===== src/rtl/tmds_decoder.sv =====
// TMDS receive channel: finds the word boundary by requesting bit-slips until
// control tokens are seen reliably, then decodes video data and control symbols.
module tmds_decoder #(
    parameter int LOCK_COUNT    = 8,
    parameter int SEARCH_WINDOW = 4096,
    parameter int SLIP_SETTLE   = 16,
    parameter int LOSS_WINDOW   = 65536
) (
    input  logic       i_clk,
    input  logic       i_rst,
    input  logic [9:0] i_word,
    output logic [7:0] o_data,
    output logic [1:0] o_control,
    output logic       o_ve,
    output logic       o_locked,
    output logic       o_bitslip
);

    localparam int TW = $clog2(LOCK_COUNT) + 1;
    localparam int WW = $clog2(SEARCH_WINDOW) + 1;
    localparam int SW = $clog2(SLIP_SETTLE) + 1;
    localparam int GW = $clog2(LOSS_WINDOW) + 1;

    localparam logic [TW-1:0] TOK_LAST    = TW'(LOCK_COUNT - 1);
    localparam logic [WW-1:0] WIN_LAST    = WW'(SEARCH_WINDOW - 1);
    localparam logic [SW-1:0] SETTLE_LAST = SW'(SLIP_SETTLE - 1);
    localparam logic [GW-1:0] GAP_LAST    = GW'(LOSS_WINDOW - 1);

    typedef enum logic [1:0] {
        SEARCH    = 2'd0,
        SLIP_WAIT = 2'd1,
        LOCKED    = 2'd2
    } state_t;

    state_t          r_state;
    state_t          w_nextState;
    logic [TW-1:0]   r_tokCnt, w_tokCnt;
    logic [WW-1:0]   r_winCnt, w_winCnt;
    logic [SW-1:0]   r_settleCnt, w_settleCnt;
    logic [GW-1:0]   r_gapCnt, w_gapCnt;
    logic            w_slip;

    logic            w_isTok;
    logic [1:0]      w_tokVal;
    logic [8:0]      w_d;
    logic [7:0]      w_q;

    logic [7:0]      r_data;
    logic [1:0]      r_control;
    logic            r_ve;
    logic            r_locked;
    logic            r_bitslip;

    always_comb begin
        w_isTok  = 1'b1;
        w_tokVal = 2'b00;
        case (i_word)
            10'b1101010100: w_tokVal = 2'b00;
            10'b0010101011: w_tokVal = 2'b01;
            10'b0101010100: w_tokVal = 2'b10;
            10'b1010101011: w_tokVal = 2'b11;
            default:        w_isTok  = 1'b0;
        endcase
    end

    // Undo the optional inversion, then the XOR/XNOR transition chain.
    always_comb begin
        w_d    = i_word[9] ? {i_word[8], ~i_word[7:0]} : i_word[8:0];
        w_q    = 8'h00;
        w_q[0] = w_d[0];
        for (int i = 1; i < 8; i++) begin
            w_q[i] = w_d[8] ? (w_d[i] ^ w_d[i-1]) : ~(w_d[i] ^ w_d[i-1]);
        end
    end

    always_comb begin
        w_nextState = r_state;
        w_tokCnt    = r_tokCnt;
        w_winCnt    = r_winCnt;
        w_settleCnt = r_settleCnt;
        w_gapCnt    = r_gapCnt;
        w_slip      = 1'b0;
        case (r_state)
            SEARCH: begin
                w_tokCnt = w_isTok ? ((r_tokCnt == '1) ? r_tokCnt : r_tokCnt + 1'b1) : '0;
                w_winCnt = (r_winCnt == '1) ? r_winCnt : r_winCnt + 1'b1;
                // A lock on this word takes priority over an expiring window.
                if (w_isTok && r_tokCnt == TOK_LAST) begin
                    w_nextState = LOCKED;
                    w_tokCnt    = '0;
                    w_winCnt    = '0;
                    w_gapCnt    = '0;
                end else if (r_winCnt == WIN_LAST) begin
                    w_nextState = SLIP_WAIT;
                    w_slip      = 1'b1;
                    w_tokCnt    = '0;
                    w_winCnt    = '0;
                    w_settleCnt = '0;
                end
            end
            SLIP_WAIT: begin
                if (r_settleCnt == SETTLE_LAST) begin
                    w_nextState = SEARCH;
                    w_settleCnt = '0;
                    w_tokCnt    = '0;
                    w_winCnt    = '0;
                end else begin
                    w_settleCnt = r_settleCnt + 1'b1;
                end
            end
            LOCKED: begin
                if (w_isTok) begin
                    w_gapCnt = '0;
                end else if (r_gapCnt == GAP_LAST) begin
                    w_nextState = SEARCH;
                    w_gapCnt    = '0;
                    w_tokCnt    = '0;
                    w_winCnt    = '0;
                end else begin
                    w_gapCnt = (r_gapCnt == '1) ? r_gapCnt : r_gapCnt + 1'b1;
                end
            end
            default: begin
                w_nextState = SEARCH;
                w_tokCnt    = '0;
                w_winCnt    = '0;
                w_settleCnt = '0;
                w_gapCnt    = '0;
            end
        endcase
    end

    // Outputs follow the state being entered, so the locking token is already decoded.
    always_ff @(posedge i_clk) begin
        if (i_rst) begin
            r_state     <= SEARCH;
            r_tokCnt    <= '0;
            r_winCnt    <= '0;
            r_settleCnt <= '0;
            r_gapCnt    <= '0;
            r_data      <= 8'h00;
            r_control   <= 2'b00;
            r_ve        <= 1'b0;
            r_locked    <= 1'b0;
            r_bitslip   <= 1'b0;
        end else begin
            r_state     <= w_nextState;
            r_tokCnt    <= w_tokCnt;
            r_winCnt    <= w_winCnt;
            r_settleCnt <= w_settleCnt;
            r_gapCnt    <= w_gapCnt;
            r_locked    <= (w_nextState == LOCKED);
            r_bitslip   <= w_slip;
            if (w_nextState == LOCKED && w_isTok) begin
                r_data    <= 8'h00;
                r_control <= w_tokVal;
                r_ve      <= 1'b0;
            end else if (w_nextState == LOCKED) begin
                r_data    <= w_q;
                r_control <= 2'b00;
                r_ve      <= 1'b1;
            end else begin
                r_data    <= 8'h00;
                r_control <= 2'b00;
                r_ve      <= 1'b0;
            end
        end
    end

    assign o_data    = r_data;
    assign o_control = r_control;
    assign o_ve      = r_ve;
    assign o_locked  = r_locked;
    assign o_bitslip = r_bitslip;

endmodule


===== config.mk =====
export PLATFORM = sky130hd
export DESIGN_NAME = tmds_decoder
export DESIGN_NICKNAME = d
export VERILOG_FILES = /design/src/rtl/tmds_decoder.sv
export SDC_FILE = /design/constraint.sdc
export NUM_CORES = 1
export LEC_CHECK = 0
export BUFFER_PORTS_ARGS = -buffer_cell sky130_fd_sc_hd__buf_2
export CAP_MARGIN = 20
export CORE_MARGIN = 1.5
export CORE_UTILIZATION = 53
export CTS_CLUSTER_DIAMETER = 200
export DETAILED_ROUTE_END_ITERATION = 8
export GPL_TIMING_DRIVEN = 0
export PLACE_DENSITY = 0.72
export SYNTH_ARGS = -nofsm -noshare
export SYNTH_HDL_FRONTEND = slang
export SYNTH_SLANG_ARGS = --single-unit

===== constraint.sdc =====
create_clock -name i_clk -period 2.04 [get_ports i_clk]
set_input_delay 0.204 -clock i_clk [delete_from_list [all_inputs] [get_ports i_clk]]
set_output_delay 0.204 -clock i_clk [all_outputs]
set_load 0.01 [all_outputs]

Yosys cells after proc, flatten, opt, wreduce, memory -nomap -nowiden:

Cells that the tools add are included.

* bits in registers: 54
* bits of input ports: 12
* logic and storage cells: 111

* $add $sub $neg: 4
* equal/unequal tests: 23
* multiplexer cells: 42
* bitwise gates (word level): 20
* reduce and logical (&&, ||, !) cells: 12

Operators by type and width (count)
* 2-to-1 mux 13 bit: 6
* 2-to-1 mux 17 bit: 4
* one-hot mux 17 bit (3 select lines): 1
* one-hot mux 13 bit (3 select lines): 1
* 2-to-1 mux 4 bit: 7
* equality test 10 bit (second input constant): 2
* adder 17 x 1 -> 17 bit (second input constant): 1
* equality test 17 x 16 -> 1 bit (second input constant): 1
* equality test 17 bit (second input constant): 1
* 2-to-1 mux 5 bit: 3
* one-hot mux 5 bit (3 select lines): 1
* adder 13 x 1 -> 13 bit (second input constant): 1
* equality test 13 x 12 -> 1 bit (second input constant): 1
* equality test 13 bit (second input constant): 1
* != test 2 bit (second input constant): 6
* NOT 1 bit: 12
* one-hot mux 2 bit (3 select lines): 2
* one-hot mux 4 bit (3 select lines): 1
* equality test 10 x 8 -> 1 bit (second input constant): 1
* equality test 10 x 9 -> 1 bit (second input constant): 1
* 2-to-1 mux 1 bit: 10
* 2-to-1 mux 2 bit: 5
* 2-to-1 mux 8 bit: 1
* != test 4 bit (second input constant): 2
* 17 further kinds: 29

Logic depth before layout (Yosys ltp):

* depth after elaboration: 10
* gate-level depth with buffers: 8
* depth with buffers taken out: 7

Worst setup path before layout:

No wires, ideal clock.

* kind: register to register
* from: reg r_winCnt[0]
* to: reg r_tokCnt[2]
* library setup time: 0.132 ns
* arrival time: 1.985 ns
* data required time: 1.908 ns
* slack: -0.077 ns
* stages on the path, launching flop included: 8
* buffers on the path: 0
* period minus slack after synthesis: 2.117 ns
* cell sequence: dfxtp_1 > ha_1 > nand4_1 > nor4_1 > o41ai_1 > a21oi_1 > nor2b_1 > nor3_1

* cells in the longest elaborated chain, start to end: 4
* elaborated cells between the ends (all ways): 6
* those cells by class: eq/ne: 2; mux: 3; reduce/logical: 1

Ends and longest elaborated chain
* from (decl): line 38 `logic [WW-1:0] r_winCnt, w_winCnt;`
* from (signal assigned): line 149 `r_winCnt <= w_winCnt;`
* equality test 13 x 12 -> 1 bit (*): line 93 `end else if (r_winCnt == WIN_LAST) begin`
* 2-to-1 mux 4 bit: line 93
* 2-to-1 mux 4 bit: line 88 `if (w_isTok && r_tokCnt == TOK_LAST) begin`
* one-hot mux 4 bit (3 select lines): line 83 `case (r_state)`
* to (signal assigned): line 148 `r_tokCnt <= w_tokCnt;`
* to (decl): line 37 `logic [TW-1:0] r_tokCnt, w_tokCnt;`

Mark *: on every way between the ends. The rest lies on a longest branch, timed or not.
A chain may end at the register's enable or synchronous reset.

Worst setup path in the final report:

* from: reg r_gapCnt[1]
* to: reg r_gapCnt[15]

* cells in the longest elaborated chain, start to end: 5
* elaborated cells between the ends (all ways): 9
* those cells by class: add/sub: 1; eq/ne: 3; mux: 4; reduce/logical: 1

Ends and longest elaborated chain
* from (decl): line 40 `logic [GW-1:0] r_gapCnt, w_gapCnt;`
* from (signal assigned): line 151 `r_gapCnt <= w_gapCnt;`
* adder 17 x 1 -> 17 bit: line 120 `w_gapCnt = (r_gapCnt == '1) ? r_gapCnt : r_gapCnt + 1'b1;`
* 2-to-1 mux 17 bit: line 120
* 2-to-1 mux 17 bit: line 114 `end else if (r_gapCnt == GAP_LAST) begin`
* 2-to-1 mux 17 bit: line 112 `if (w_isTok) begin`
* one-hot mux 17 bit (3 select lines): line 83

Several ways; a longest one is shown, not always the timed one. The select of a mux whose other input is x is not followed.

==> flow_summary.toml <==
[grt]
antenna_found_initial = 0
met2_usage_pct = 39.3
grt_start_max_net_pins = 16
grt.overflow.total = 0
first_global_vias = 2251
grt_use_met1_pct = 34.0
grt_pass1_wl_um = 10600
gr-usage-met3_pct = 5.69
grt_usage_pct = 24.9
grt.busiest_layer = "met2"

[cts]
cts_num_sinks = 54
clk_latency_ps = 310
numCtsBuffers = 5
cts-root-buf = "clkbuf_8"
cts_buffer_depth = 2
cts_tree = "yes"
clk_pin_slew_worst_paths_ps = 100
htree_num_levels = 2

[critical_path]
path_cells = "ha_4, nand4_1, buf_4, or2_4, o41ai_4, buf_4, a211o_4, or4_4, a21oi_2"
arrival_ps = 2320
crit_fanout = 5
cp_slowest_cell = "or4_4"
endpoint_kind = "flop"
required_ps = 2290
reg2reg_slack_ps = -30
r2r-end = "r_gapCnt[15]"
critPathKind = "reg -> reg"
cpMostUsedCell = "buf_4"
cp_slowest_stage_delay_ps = 420
crit_path_start_kind = "flop"
reg2regPathDepth = 9
r2r-start = "r_gapCnt[1]"

[min_path]
min-delay-start = "i_word[7]"
worstHoldPathCells = 3
min_to = "o_data[7]"
min_path_type = "in -> reg"

[layout]
final_nets = 397
instances_no_fill = 448
seq_area_mm2 = 0.00111
n_antenna_cell = 0
drive_gt1_share_pct = 28.9
syn_to_final_growth_pct = 28.9
n_fill_cell = 394
multi_input_area_mm2 = 0.00177
finalInstanceArea_mm2 = 0.00347

[logic_synthesis]
synthCells = 329
ys_seq_area_share_pct = 40.1
syn_avg_cell_area_um2 = 8.19
synth_cell_types = 46
synthArstFlopShare_pct = 0
synth_seq_cells = 54
synth_fp_nets = 345
synth-edff-count = 0
syn_area_mm2 = 0.00269
synth_flop_cell = "dfxtp_1"
yosysWarnings = 0

[sta]
fin_setup_tns_ps = -26.7
hold_violations = 0
max-slew-margin-rel_pct = 58.1
worst_slew_pin_slew_ps = 623
slew_violations = 0
setup_violations = 1
clock_skew_ps = 9.46
fin_hold_ws_ps = 159
worst_slack_ps = -26.7
clock.fmax_ghz = 0.484
rsz0062_at_grt = "true"
post-route-period-util_pct = 101
period_needed_ps = 2070

[pwr]
p_switching_mw = 0.408
clkPwrFrac_pct = 33.5
p_sw_share_pct = 23.4
ir_drop_uv = 323
comb_power_share_pct = 5.5
p_leak_nw = 1.26
p_seq_share_pct = 61.0
p_int_mw = 1.33
power.density_mw_per_mm2 = 501

[die]
fp.dieW_um = 74.3
die_h_um = 74.3
die_area_mm2 = 0.00552
io_pins = 25
core-area_mm2 = 0.00482
row_count = 25
initial_core_util_pct = 55.9

[place]
port_buffers = 23
place_hpwl_um = 4300
dp_cells = 419
globalplace.congestion = 0.839
placed_area_mm2 = 0.00292

[drt]
viasPerCell = 6.08
drc = 0
dr.first_iter.drc_count = 237
wl_um = 7210
first_pass_iters = 5
num_vias = 2723
postRouteAntennaNets = 0
wl_per_cell_um = 16.1

[status]
violations = "setup timing"
outcome = "finished with violations"

[job]
maxCapViolCount = 0
cell type report:
class | instances | share of cell area (%)
Multi-Input combinational cell | 253 | 50.8
Sequential cell | 54 | 31.9
Timing Repair Buffer | 46 | 8.90
Tap cell | 67 | 2.41
Buffer | 9 | 2.34
Clock buffer | 6 | 2.09
Inverter | 12 | 1.30
Clock inverter | 1 | 0.216
flip-flops by register name, summed over array words and instances (netlist names):
register / cells
o_control: 2
r_gapCnt: 17
r_winCnt: 13
o_locked: 1
o_ve: 1
o_data: 8
r_state: 2
r_settleCnt: 5
r_tokCnt: 4
o_bitslip: 1
worst max-delay path by stage:
stage,startpoint,endpoint,slack (ps),cells after the start
after detailed placement,r_gapCnt[0],r_gapCnt[0],-560,7
after CTS,r_gapCnt[11],r_gapCnt[12],0.5,7
after floorplan,i_word[8],r_winCnt[4],1,7
after global placement,r_gapCnt[0],r_gapCnt[0],-400,7
after global routing,r_gapCnt[1],r_tokCnt[0],-140,10
final,r_gapCnt[1],r_gapCnt[15],-30,9
metrics by stage:
| stage | power, mW | setup WS, ps | utilization [%] |
|---|---|---|---|
| finish | 1.74 | -26.7 | 72.1 |
| global placement | 1.18 | -395 | 60.6 |
| floorplan | 1.15 | 1.29 | - |
| global route | 1.80 | -142 | 72.1 |
| detailed placement | 1.18 | -563 | 60.6 |
| CTS | 1.75 | 0.467 | 66.0 |
per-layer routing:
layer	up-vias	share of wire, %
met3	10	5.3
met1	1299	45
li1	1318	-
met5	-	0
met2	96	48
met4	0	1.5
synthesized netlist by cell type (2+ instances only):
cell      number  area [um2]
o31ai_1        7        52.6
a211oi_1       9        67.6
inv_1         11        41.3
nor2_1        43         161
o41ai_1        3        26.3
and2_1         2        12.5
or3_1          7        43.8
a31oi_1        4        25.0
nand4_1        9        56.3
nand2b_1       3        18.8
o211ai_1       5        37.5
and3_1         5        31.3
or2_2          2        12.5
nand2_1       21        78.8
nand3b_1       3        22.5
buf_2          3        15.0
nand4b_1       2        17.5
a21oi_1       29         145
a41oi_1        3        26.3
or4_1          3        22.5
dfxtp_1       54        1080
o32ai_1        2        17.5
nor3_1        12        60.1
xnor2_1       21         184
nand3_1       21         105
nor4_1         3        18.8
and4_1         2        17.5
o21ai_0       11        55.1
clkbuf_1       7        26.3
ha_1           4        50.1
a311oi_1       3        26.3
layout by cell type, fill, tap and decap left out, types with 3 or more instances in the layout:
cell type / n
nand2_1: 19
clkbuf_8: 5
clkbuf_1: 4
or4_4: 3
nand4_1: 9
xnor2_1: 21
a311oi_1: 3
buf_4: 22
dfxtp_2: 9
nand3_1: 18
o211ai_1: 5
nor3_1: 12
nor2_2: 3
buf_2: 24
a211oi_1: 7
nand3b_1: 3
buf_6: 3
and3_1: 4
or3_1: 7
dfxtp_4: 4
inv_1: 11
o21ai_0: 8
a21oi_1: 24
dfxtp_1: 41
a31oi_1: 3
a21oi_2: 5
o31ai_1: 6
nor2_1: 40
logic make-up after synthesis:
family	synth area share [%]
fa+ha+maj	1.86
compound gates	20.0
xor+xnor	6.83
buf+inv	3.62
simple gates	27.6
flops	40.1
power by group through the flow:
stage	clock network, mW	logic (mW)	registers, mW
global route	0.635	0.106	1.06
global placement	0	0.0913	1.09
CTS	0.592	0.0938	1.06
floorplan	0	0.0633	1.09
finish	0.582	0.0960	1.06
detailed placement	0	0.0927	1.09
critical path, delay by kind of cell, from the launching register on:
kind / cells / cell delay [ps]
and+or+nand+nor: 3 / 630
DFF: 1 / 370
buffers and inverters: 2 / 290
adders and majority gates: 1 / 170
AOI/OAI and AO/OA: 3 / 550
timing repair:
action	4_1_cts	5_1_grt
hold buffers	0	0
pin swaps	9	22
endpoints found under the hold margin	0	0
endpoints found under the setup margin	53	41
setup buffers	11	9
cloned	1	3
resized for setup	23	55
(Power assumes the default switching activity.)
